File: src/rtl/smadd_arb_pkg.sv
// Shared types and widths for the two-requester sign-magnitude adder arbiter.
package smadd_arb_pkg;

    localparam int SM_W  = 4;
    localparam int MAG_W = 3;

    typedef enum logic [1:0] {
        IDLE = 2'd0,
        CALC = 2'd1,
        RESP = 2'd2
    } state_t;

endpackage

File: src/rtl/smadd_arb_if.sv
// Request/response bundle between two requesters, one consumer and the arbiter.
interface smadd_arb_if;
    import smadd_arb_pkg::*;

    logic            req0_valid;
    logic            req1_valid;
    logic            req0_ready;
    logic            req1_ready;
    logic [SM_W-1:0] req0_a;
    logic [SM_W-1:0] req0_b;
    logic [SM_W-1:0] req1_a;
    logic [SM_W-1:0] req1_b;
    logic            rsp_valid;
    logic            rsp_ready;
    logic [SM_W-1:0] rsp_y;
    logic            rsp_id;
    logic            rsp_ovf;

    modport slave (
        input  req0_valid, req1_valid, req0_a, req0_b, req1_a, req1_b, rsp_ready,
        output req0_ready, req1_ready, rsp_valid, rsp_y, rsp_id, rsp_ovf
    );

    modport master (
        output req0_valid, req1_valid, req0_a, req0_b, req1_a, req1_b, rsp_ready,
        input  req0_ready, req1_ready, rsp_valid, rsp_y, rsp_id, rsp_ovf
    );

endinterface

File: src/rtl/smadd_arb_smadd.sv
// Raw sign-magnitude adder: returns the result sign and an unsaturated magnitude with carry.
module smadd
    import smadd_arb_pkg::*;
(
    input  logic [SM_W-1:0]  i_a,
    input  logic [SM_W-1:0]  i_b,
    output logic             o_sign,
    output logic [MAG_W:0]   o_mag
);

    logic [MAG_W-1:0] w_magA;
    logic [MAG_W-1:0] w_magB;

    assign w_magA = i_a[MAG_W-1:0];
    assign w_magB = i_b[MAG_W-1:0];

    // Unlike signs subtract the smaller magnitude and take the sign of the larger one.
    always_comb begin
        o_sign = 1'b0;
        o_mag  = '0;
        if (i_a[SM_W-1] == i_b[SM_W-1]) begin
            o_sign = i_a[SM_W-1];
            o_mag  = {1'b0, w_magA} + {1'b0, w_magB};
        end else if (w_magA >= w_magB) begin
            o_sign = i_a[SM_W-1];
            o_mag  = {1'b0, w_magA - w_magB};
        end else begin
            o_sign = i_b[SM_W-1];
            o_mag  = {1'b0, w_magB - w_magA};
        end
    end

endmodule

File: src/rtl/smadd_arb.sv
// Round-robin arbiter sharing one sign-magnitude adder between two requesters,
// with saturation, zero normalisation and a completed-response counter.
module smadd_arb
    import smadd_arb_pkg::*;
#(
    parameter int CNT_W = 8
)
(
    input  logic              clk,
    input  logic              reset,
    smadd_arb_if.slave        bus,
    output logic [CNT_W-1:0]  op_count
);

    state_t           r_state;
    state_t           w_nextState;
    logic             r_ptr;
    logic [SM_W-1:0]  r_a;
    logic [SM_W-1:0]  r_b;
    logic             r_id;
    logic [SM_W-1:0]  r_rspY;
    logic             r_rspId;
    logic             r_rspOvf;
    logic [CNT_W-1:0] r_opCount;

    logic             w_grant0;
    logic             w_grant1;
    logic             w_sign;
    logic [MAG_W:0]   w_mag;
    logic             w_ovf;
    logic [SM_W-1:0]  w_y;

    always_ff @(posedge clk or posedge reset) begin
        if (reset) begin
            r_state <= IDLE;
        end else begin
            r_state <= w_nextState;
        end
    end

    // Grants are gated by reset so ready stays low while reset is held.
    always_comb begin
        w_nextState = r_state;
        w_grant0    = 1'b0;
        w_grant1    = 1'b0;
        case (r_state)
            IDLE: begin
                if (!reset) begin
                    if (bus.req0_valid && (!bus.req1_valid || !r_ptr)) begin
                        w_grant0 = 1'b1;
                    end else if (bus.req1_valid) begin
                        w_grant1 = 1'b1;
                    end
                    if (w_grant0 || w_grant1) begin
                        w_nextState = CALC;
                    end
                end
            end
            CALC: begin
                w_nextState = RESP;
            end
            RESP: begin
                if (bus.rsp_ready) begin
                    w_nextState = IDLE;
                end
            end
            default: begin
                w_nextState = IDLE;
            end
        endcase
    end

    smadd u_smadd (
        .i_a    (r_a),
        .i_b    (r_b),
        .o_sign (w_sign),
        .o_mag  (w_mag)
    );

    // A zero magnitude always reports as +0, including a -0 operand pair.
    always_comb begin
        w_ovf = (r_a[SM_W-1] == r_b[SM_W-1]) && (w_mag > {1'b0, {MAG_W{1'b1}}});
        if (w_ovf) begin
            w_y = {w_sign, {MAG_W{1'b1}}};
        end else if (w_mag[MAG_W-1:0] == '0) begin
            w_y = '0;
        end else begin
            w_y = {w_sign, w_mag[MAG_W-1:0]};
        end
    end

    always_ff @(posedge clk or posedge reset) begin
        if (reset) begin
            r_ptr     <= 1'b0;
            r_a       <= '0;
            r_b       <= '0;
            r_id      <= 1'b0;
            r_rspY    <= '0;
            r_rspId   <= 1'b0;
            r_rspOvf  <= 1'b0;
            r_opCount <= '0;
        end else begin
            if (w_grant0 || w_grant1) begin
                r_a   <= w_grant1 ? bus.req1_a : bus.req0_a;
                r_b   <= w_grant1 ? bus.req1_b : bus.req0_b;
                r_id  <= w_grant1;
                r_ptr <= ~w_grant1;
            end
            if (r_state == CALC) begin
                r_rspY   <= w_y;
                r_rspId  <= r_id;
                r_rspOvf <= w_ovf;
            end
            if ((r_state == RESP) && bus.rsp_ready) begin
                r_opCount <= r_opCount + {{(CNT_W-1){1'b0}}, 1'b1};
            end
        end
    end

    assign bus.req0_ready = w_grant0;
    assign bus.req1_ready = w_grant1;
    assign bus.rsp_valid  = (r_state == RESP);
    assign bus.rsp_y      = r_rspY;
    assign bus.rsp_id     = r_rspId;
    assign bus.rsp_ovf    = r_rspOvf;
    assign op_count       = r_opCount;

endmodule

File: src/flat_wrapper.sv
// flat-port wrapper written by rule: the top's interface ports become plain ports
module smadd_arb_flat import smadd_arb_pkg::*;
#(
    parameter int CNT_W = 8
)
  (clk, reset, op_count, bus_req0_valid, bus_req1_valid, bus_req0_a, bus_req0_b, bus_req1_a, bus_req1_b, bus_rsp_ready, bus_req0_ready, bus_req1_ready, bus_rsp_valid, bus_rsp_y, bus_rsp_id, bus_rsp_ovf);
  smadd_arb_if bus_i ();
  input  logic clk;
  input  logic reset;
  output logic [CNT_W-1:0] op_count;
  input wire logic [$bits(bus_i.req0_valid)-1:0] bus_req0_valid;
  input wire logic [$bits(bus_i.req1_valid)-1:0] bus_req1_valid;
  input wire logic [$bits(bus_i.req0_a)-1:0] bus_req0_a;
  input wire logic [$bits(bus_i.req0_b)-1:0] bus_req0_b;
  input wire logic [$bits(bus_i.req1_a)-1:0] bus_req1_a;
  input wire logic [$bits(bus_i.req1_b)-1:0] bus_req1_b;
  input wire logic [$bits(bus_i.rsp_ready)-1:0] bus_rsp_ready;
  output wire logic [$bits(bus_i.req0_ready)-1:0] bus_req0_ready;
  output wire logic [$bits(bus_i.req1_ready)-1:0] bus_req1_ready;
  output wire logic [$bits(bus_i.rsp_valid)-1:0] bus_rsp_valid;
  output wire logic [$bits(bus_i.rsp_y)-1:0] bus_rsp_y;
  output wire logic [$bits(bus_i.rsp_id)-1:0] bus_rsp_id;
  output wire logic [$bits(bus_i.rsp_ovf)-1:0] bus_rsp_ovf;
  assign bus_i.req0_valid = bus_req0_valid;
  assign bus_i.req1_valid = bus_req1_valid;
  assign bus_i.req0_a = bus_req0_a;
  assign bus_i.req0_b = bus_req0_b;
  assign bus_i.req1_a = bus_req1_a;
  assign bus_i.req1_b = bus_req1_b;
  assign bus_i.rsp_ready = bus_rsp_ready;
  assign bus_req0_ready = bus_i.req0_ready;
  assign bus_req1_ready = bus_i.req1_ready;
  assign bus_rsp_valid = bus_i.rsp_valid;
  assign bus_rsp_y = bus_i.rsp_y;
  assign bus_rsp_id = bus_i.rsp_id;
  assign bus_rsp_ovf = bus_i.rsp_ovf;
  smadd_arb #(.CNT_W(CNT_W)) u_core (.clk(clk), .reset(reset), .bus(bus_i), .op_count(op_count));
endmodule
File: config.mk
export PLATFORM = sky130hd
export DESIGN_NAME = smadd_arb_flat
export DESIGN_NICKNAME = d
export VERILOG_FILES = /design/src/rtl/smadd_arb_pkg.sv /design/src/rtl/smadd_arb_if.sv /design/src/rtl/smadd_arb_smadd.sv /design/src/rtl/smadd_arb.sv /design/src/flat_wrapper.sv
export SDC_FILE = /design/constraint.sdc
export NUM_CORES = 1
export LEC_CHECK = 0
export ABC_CLOCK_PERIOD_IN_PS = 3600
export BUFFER_PORTS_ARGS = -buffer_cell sky130_fd_sc_hd__buf_2
export CAP_MARGIN = 20
export CORE_MARGIN = 8
export CORE_UTILIZATION = 55
export DETAILED_ROUTE_END_ITERATION = 7
export PLACE_DENSITY = 0.91
export SLEW_MARGIN = 20
export SYNTH_ARGS = -nofsm -noshare
export SYNTH_HDL_FRONTEND = slang
export SYNTH_HIERARCHICAL = 1
export SYNTH_SLANG_ARGS = --single-unit
File: constraint.sdc
create_clock -name clk -period 3.6 [get_ports clk]
set_input_delay 0.18 -clock clk [delete_from_list [all_inputs] [get_ports clk]]
set_output_delay 0.18 -clock clk [all_outputs]
set_load 0.05 [all_outputs]
==> results of run 1 <==
==> layout make-up <==
class	count	area, sq um	area share
inverters	12	45.0	0.0245
well taps	31	38.8	0.0211
flip-flops and latches	26	651	0.354
multi-input cells	114	841	0.457
clock buffers	3	22.5	0.0123
repair buffers	39	210	0.114
clock inverters	1	30.0	0.0163
==> worst reg2reg max path, cell delays in order, from the launching register on <==
cell     delay [ps]
dfrtp_1         470
inv_1           140
ha_1            320
nand2_1          60
o21ai_2         210
mux2_1          340
mux2i_1         200
nor3_1           80
a21oi_1         180
==> power by group through the flow <==
stage / combinational [W] / clock [W] / sequential (W)
2_1_floorplan: 0.000524 / 0 / 0.000670
3_3_place_gp: 0.000839 / 0 / 0.000502
3_5_place_dp: 0.000858 / 0 / 0.000512
4_1_cts: 0.000860 / 0.000202 / 0.000507
5_1_grt: 0.000957 / 0.000217 / 0.000527
6_report: 0.000863 / 0.000196 / 0.000506
==> path summary, 6_finish.rpt <==
kind / from / endpoint / slack (ps) / cells after the start
setup / recovery: reset / bus_req0_ready / 1440 / 5
hold / removal: bus_rsp_ready / u_core/r_state[1] / 60 / 2
setup reg to reg: u_core/r_a[1] / u_core/bus.rsp_y[3] / 1540 / 8
hold reg to reg: u_core/op_count[7] / u_core/op_count[7] / 470 / 1
max in group asynchronous: reset / u_core/r_a[3] / 2630 / 4
min in group asynchronous: reset / u_core/bus.rsp_y[0] / 480 / 3
==> sequential cells by signal, summed over array words and instances (netlist names) <==
register / count
u_core/bus.rsp_y: 4
u_core/r_b: 4
u_core/r_state: 2
u_core/op_count: 8
u_core/bus.rsp_id: 1
u_core/bus.rsp_ovf: 1
u_core/r_a: 4
u_core/r_ptr: 1
u_core/r_id: 1
==> metal layers <==
layer | vias to the layer above | track usage | wire, microns
met5 | - | 0 | 0
met4 | 0 | 0.0273 | 14
met3 | 2 | 0.0358 | 195
met2 | 33 | 0.232 | 1570
met1 | 592 | 0.177 | 1540
li1 | 627 | - | -
==> cells by family after synthesis <==
| family | count (synthesis) |
|---|---|
| AOI/OAI and AO/OA | 44 |
| xor gates and xnor gates | 10 |
| adders and majority gates | 12 |
| buffers and inverters | 19 |
| DFF | 26 |
| muxes | 6 |
| and+or+nand+nor | 42 |
==> through the flow <==
stage	hold slack, ps	instance area (sq um)	util	total power [W]
2_1_floorplan	220	1570	-	0.00119
5_1_grt	26.5	1840	0.672	0.00170
3_3_place_gp	391	1760	0.644	0.00134
3_5_place_dp	407	1760	0.644	0.00137
4_1_cts	44.9	1810	0.663	0.00157
6_report	55.9	1840	0.672	0.00157
==> placed cells by master (no fill, tap or decap), types with 3 or more instances in the layout <==
cell,n
buf_2,37
dfrtp_1,26
o21ai_0,12
inv_1,12
nor2_1,10
a31oi_1,9
ha_1,9
nand2_1,8
o31ai_1,7
xnor2_1,7
a21oi_1,7
nand2b_1,4
clkbuf_4,3
and3_1,3
fa_1,3
==> results.sh, run 1 <==
export IMPL_area_delta_synth_final_pct=16.9
export IMPL_crit_type="in -> out"
export IMPL_die_h_microns=69.5
export IMPL_nets=229
export IMPL_hold_viol_final=0
export IMPL_synth_top_area_share=0.414
export IMPL_netlist_instances=159
export IMPL_setup_tns_ps=0
export IMPL_critPathRequiredTime_ps=3420
export IMPL_clock_latency_ps=310
export IMPL_slew_headroom=0.464
export IMPL_cts_buffers=3
export IMPL_chipWidth_microns=69.5
export IMPL_crit_path_start_kind="primary input"
export IMPL_dp_cells=220
export IMPL_num_vias=1254
export IMPL_synth_fa_ha_area_frac=0.110
export IMPL_cts_tree="done"
export IMPL_antenna_found_initial=0
export IMPL_swShare=0.476
export IMPL_power_net_switching_w=0.000746
export IMPL_p_seq_frac=0.324
export IMPL_core_sq_um=2730
export IMPL_cts_root_buf="clkbuf_4"
export IMPL_drt_iter0_markers=50
export IMPL_crit_slowest_cell="nor3_2"
export IMPL_synth_area_per_cell_sq_um=9.89
export IMPL_start_util=0.575
export IMPL_yosys_top_cells_area="dfrtp_1 41%, ha_1 7.2%, xnor2_1 3.9%"
export IMPL_final_cell_count_no_fill=226
export IMPL_cp_buffers_inverters=3
export IMPL_synth_cell_types=43
export IMPL_synth_mux_area_fraction=0.0414
export IMPL_firstDrtPassIters=4
export IMPL_yosys_area_share_simple=0.148
export IMPL_drive_gt1_frac=0.256
export IMPL_grt_remaining_overflow=0
export IMPL_hold_buffers=0
export IMPL_p_int_w=0.000819
export IMPL_endpoint_kind="primary output"
export IMPL_hpwl_mm=2.61
export IMPL_ys_seq_area_frac=0.414
export IMPL_crit_chain="dlygate4sd3_1, buf_2, nor3_2, and2_1, buf_2"
export IMPL_grt_max_degree=27
export IMPL_finalMaxSlewViolations=0
export IMPL_timing_final_crit_share=0.600
export IMPL_cellLeakagePower_nw=0.912
export IMPL_comb_power_share=0.551
export IMPL_row_count=19
export IMPL_synth_most_common_cell="dfrtp_1"
export IMPL_yosys_most_used_dff="dfrtp_1"
export IMPL_fmax_ghz=0.463
export IMPL_ioPinCount=38
export IMPL_cp_top_family="buffers and inverters"
export IMPL_critPathMaxFanout=14
export IMPL_status="complete, no violations"
export IMPL_setup_viol=0
export IMPL_hold_class="in -> reg"
export IMPL_tightestPinTransition_ps=799
export IMPL_ir_drop_v=0.000676
export IMPL_cp_common_cell="buf_2"
export IMPL_synth_top_family_by_area="compound AO/OA/AOI/OAI gates"
export IMPL_dieArea_sq_um=4830
export IMPL_setup_ws_ps=1440
export IMPL_grt_pass1_wl_mm=5.90
export IMPL_fin_crit_ps=2160
export IMPL_synth_nets=192
export IMPL_drtAntennaViolNets=0
export IMPL_skew_ps=8.04
export IMPL_antenna_cells=0
export IMPL_post_route_drc_count=0
export IMPL_fillers=223
export IMPL_pwr_density_cell_nw_per_um2=852
export IMPL_grt_pass1_vias=1342
export IMPL_rsz0062_at_grt="no"
export IMPL_via_per_inst=5.55
export IMPL_gp_congestion=0.924
export IMPL_dp_slack_ps=1590
export IMPL_arrival_ps=1980
export IMPL_ys_top_cells_by_count="26 x dfrtp_1, 12 x inv_1, 12 x o21ai_0"
export IMPL_ctsResizeCount=0
export IMPL_syn_area_sq_um=1570
export IMPL_async_flop_share=1.00
export IMPL_routed_wirelength_mm=3.32
export IMPL_cts_sinks=26
export IMPL_clkPwrFrac=0.125
export IMPL_ys_ff_latch=26
export IMPL_htreeDepth=1
export IMPL_yosys_warnings=6
export IMPL_max_stage_delay_ps=600
export IMPL_synth_edf_count=0
export IMPL_yosysTopAreaCell="dfrtp_1"
export IMPL_maxCapViolCount=0
export IMPL_synth_xor_area_frac=0.0605
export IMPL_clock_path_buffers=2
export IMPL_clk_pin_slew_ps=130
export IMPL_port_buffers=37
export IMPL_routedWlPerCell_microns=14.7
export IMPL_synth_compound_area_share=0.175
export IMPL_postCtsSetupBuffers=0
export IMPL_grt_usage=0.139
(Power assumes the default switching activity.)
==> run 2: changes to the inputs <==
--- a/config.mk
+++ b/config.mk
@@ -5,13 +5,13 @@
 export SDC_FILE = /design/constraint.sdc
 export NUM_CORES = 1
 export LEC_CHECK = 0
-export ABC_CLOCK_PERIOD_IN_PS = 3600
+export ABC_CLOCK_PERIOD_IN_PS = 1900
 export BUFFER_PORTS_ARGS = -buffer_cell sky130_fd_sc_hd__buf_2
 export CAP_MARGIN = 20
 export CORE_MARGIN = 8
-export CORE_UTILIZATION = 55
+export CORE_UTILIZATION = 48
 export DETAILED_ROUTE_END_ITERATION = 7
-export PLACE_DENSITY = 0.91
+export PLACE_DENSITY = 0.85
 export SLEW_MARGIN = 20
 export SYNTH_ARGS = -nofsm -noshare
 export SYNTH_HDL_FRONTEND = slang
==> constraint.sdc (replaced) <==
create_clock -name clk -period 1.9 [get_ports clk]
set_input_delay 0.095 -clock clk [delete_from_list [all_inputs] [get_ports clk]]
set_output_delay 0.095 -clock clk [all_outputs]
set_load 0.05 [all_outputs]
==> run 2 against run 1 <==
  * The flow now finishes with violations (setup timing)
  * Combinational power grew to 2.5 times the previous value
  * Largest cell class unchanged
  * Die area increased by 11%
  * Sequential cell count unchanged
  * Hold slack got worse by 8.8 ps
  * Clock skew down 5.7 ps
  * Global-route usage shrank 0.42 points
  * Critical path type is now reg -> reg
  * Setup slack worse by 1500 ps
==> results.sh, run 2 (same netlist as run 1, synthesis figures left out) <==
export IMPL_routedWlPerCell_microns=14.4
export IMPL_pwr_density_cell_nw_per_um2=1750
export IMPL_timing_final_crit_share=1.04
export IMPL_mostFrequentLayoutCells="37 x buf_2, 25 x dfrtp_1, 11 x inv_1"
export IMPL_rsz0062_at_grt="yes"
export IMPL_drtAntennaViolNets=0
export IMPL_ioPinCount=38
export IMPL_placed_cell_area_sq_um=1830
export IMPL_r2r_slack_ps=-90
export IMPL_hold_class="in -> reg"
export IMPL_cts_buffers=3
export IMPL_gp_congestion=0.895
export IMPL_finalPower_w=0.00352
export IMPL_port_buffers=37
export IMPL_ir_drop_v=0.000695
export IMPL_firstDrtPassIters=4
export IMPL_via_per_inst=5.27
export IMPL_cp_top_family="adder cells"
export IMPL_slew_headroom=0.645
export IMPL_setup_ws_ps=-85.4
export IMPL_core_sq_um=3080
export IMPL_cellLeakagePower_nw=0.968
export IMPL_grt_pass1_wl_mm=5.80
export IMPL_cts_tree="done"
export IMPL_start_util=0.511
export IMPL_arrival_ps=2200
export IMPL_crit_type="reg -> reg"
export IMPL_clk_pin_slew_ps=140
export IMPL_antenna_found_initial=0
export IMPL_design_area_sq_um=2010
export IMPL_cp_buffers_inverters=1
export IMPL_finalMaxSlewViolations=0
export IMPL_area_delta_synth_final_pct=27.8
export IMPL_critPathRequiredTime_ps=2110
export IMPL_critPathMaxFanout=4
export IMPL_clock_latency_ps=320
export IMPL_tightestPinTransition_ps=529
export IMPL_setup_viol=2
export IMPL_htreeDepth=1
export IMPL_grt_max_degree=16
export IMPL_largest_reg_flops=8
export IMPL_antenna_cells=0
export IMPL_routed_wirelength_mm=3.59
export IMPL_grt_remaining_overflow=0
export IMPL_status="finished with violations"
export IMPL_dp_slack_ps=-74.0
export IMPL_grt_usage=0.135
export IMPL_maxCapViolCount=0
export IMPL_row_count=20
export IMPL_chipWidth_microns=73.2
export IMPL_crit_chain="inv_1, ha_2, fa_2, nand2b_4, a211oi_4, nor4_4, a21oi_2, o21ai_1"
export IMPL_drive_gt1_frac=0.359
export IMPL_cts_sinks=26
export IMPL_dieArea_sq_um=5360
export IMPL_crit_slowest_cell="dfrtp_1"
export IMPL_violations="setup timing"
export IMPL_hpwl_mm=2.64
export IMPL_num_vias=1317
export IMPL_setup_tns_ps=-146
export IMPL_post_route_drc_count=0
export IMPL_max_stage_delay_ps=430
export IMPL_nets=240
export IMPL_whs_ps=47.1
export IMPL_skew_ps=2.31
export IMPL_hold_viol_final=0
export IMPL_die_h_microns=73.2
export IMPL_drt_iter0_markers=59
export IMPL_fmax_ghz=0.504
export IMPL_clock_path_buffers=2
export IMPL_fin_crit_ps=1990
export IMPL_cts_root_buf="clkbuf_4"
export IMPL_grt_pass1_vias=1323
export IMPL_endpoint_kind="flip-flop"
export IMPL_crit_path_start_kind="flip-flop"
export IMPL_final_common_cell="buf_2"
-- run 2: cell types whose count changed in the layout (fill, tap and decap cells not counted), sizes merged --
| cell | change |
|---|---|
| buf | +10 |
| dlygate4sd3 | +1 |
-- run 2: per-layer routing --
layer | up-vias | track usage | routed length (microns)
met5 | - | 0 | 0
met4 | 0 | 0.0578 | 59
met3 | 10 | 0.0371 | 175
met2 | 45 | 0.220 | 1750
li1 | 653 | - | -
met1 | 609 | 0.161 | 1610
-- run 2: power breakdown --
part / leakage (nW) / switching, W / internal [W]
registers: 0.327 / 0.000200 / 0.000750
logic: 0.613 / 0.00128 / 0.000912
clock network: 0.0279 / 0.000165 / 0.000214
-- run 2: per-stage QoR --
stage | instances | util
after floorplan | 159 | -
after global placement | 240 | 0.594
after detailed placement | 240 | 0.594
after CTS | 250 | 0.631
after global routing | 250 | 0.653
final | 250 | 0.653
-- run 2: timing repair --
item,CTS,global route
hold buffers,2,0
endpoints found under the setup margin,3,3
buffers inserted,4,0
pin swaps,1,6
cloned,0,0
endpoints found under the hold margin,13,0
gates resized for setup,4,17
-- run 2: worst reg2reg max path, stage by stage, from the launching register on --
cell and delay, ps:
dfrtp_1 430, inv_1 70, ha_2 190, fa_2 410, nand2b_4 160, a211oi_4 280, nor4_4 80, a21oi_2 150
o21ai_1 100
-- run 2: worst paths after layout --
| path | startpoint | end | cells after the start |
|---|---|---|---|
| worst max-delay path | u_core/r_b[0] | u_core/bus.rsp_y[2] | 8 |
| worst min-delay path | bus_req1_a[3] | u_core/r_a[3] | 3 |
| worst max register to register | u_core/r_b[0] | u_core/bus.rsp_y[2] | 8 |
| worst min register to register | u_core/op_count[7] | u_core/op_count[7] | 1 |
| max in group asynchronous | reset | u_core/op_count[3] | 4 |
| min in group asynchronous | reset | u_core/r_state[0] | 3 |
-- run 2: cell type report --
type                       count  area [sq um]
clock buffer                   3          22.5
clock inverter                 1          30.0
fill                         256          1070
inverter                      12          45.0
multi-input combinational    114           913
sequential                    26           652
tap                           44          55.1
timing repair buffer          50           292
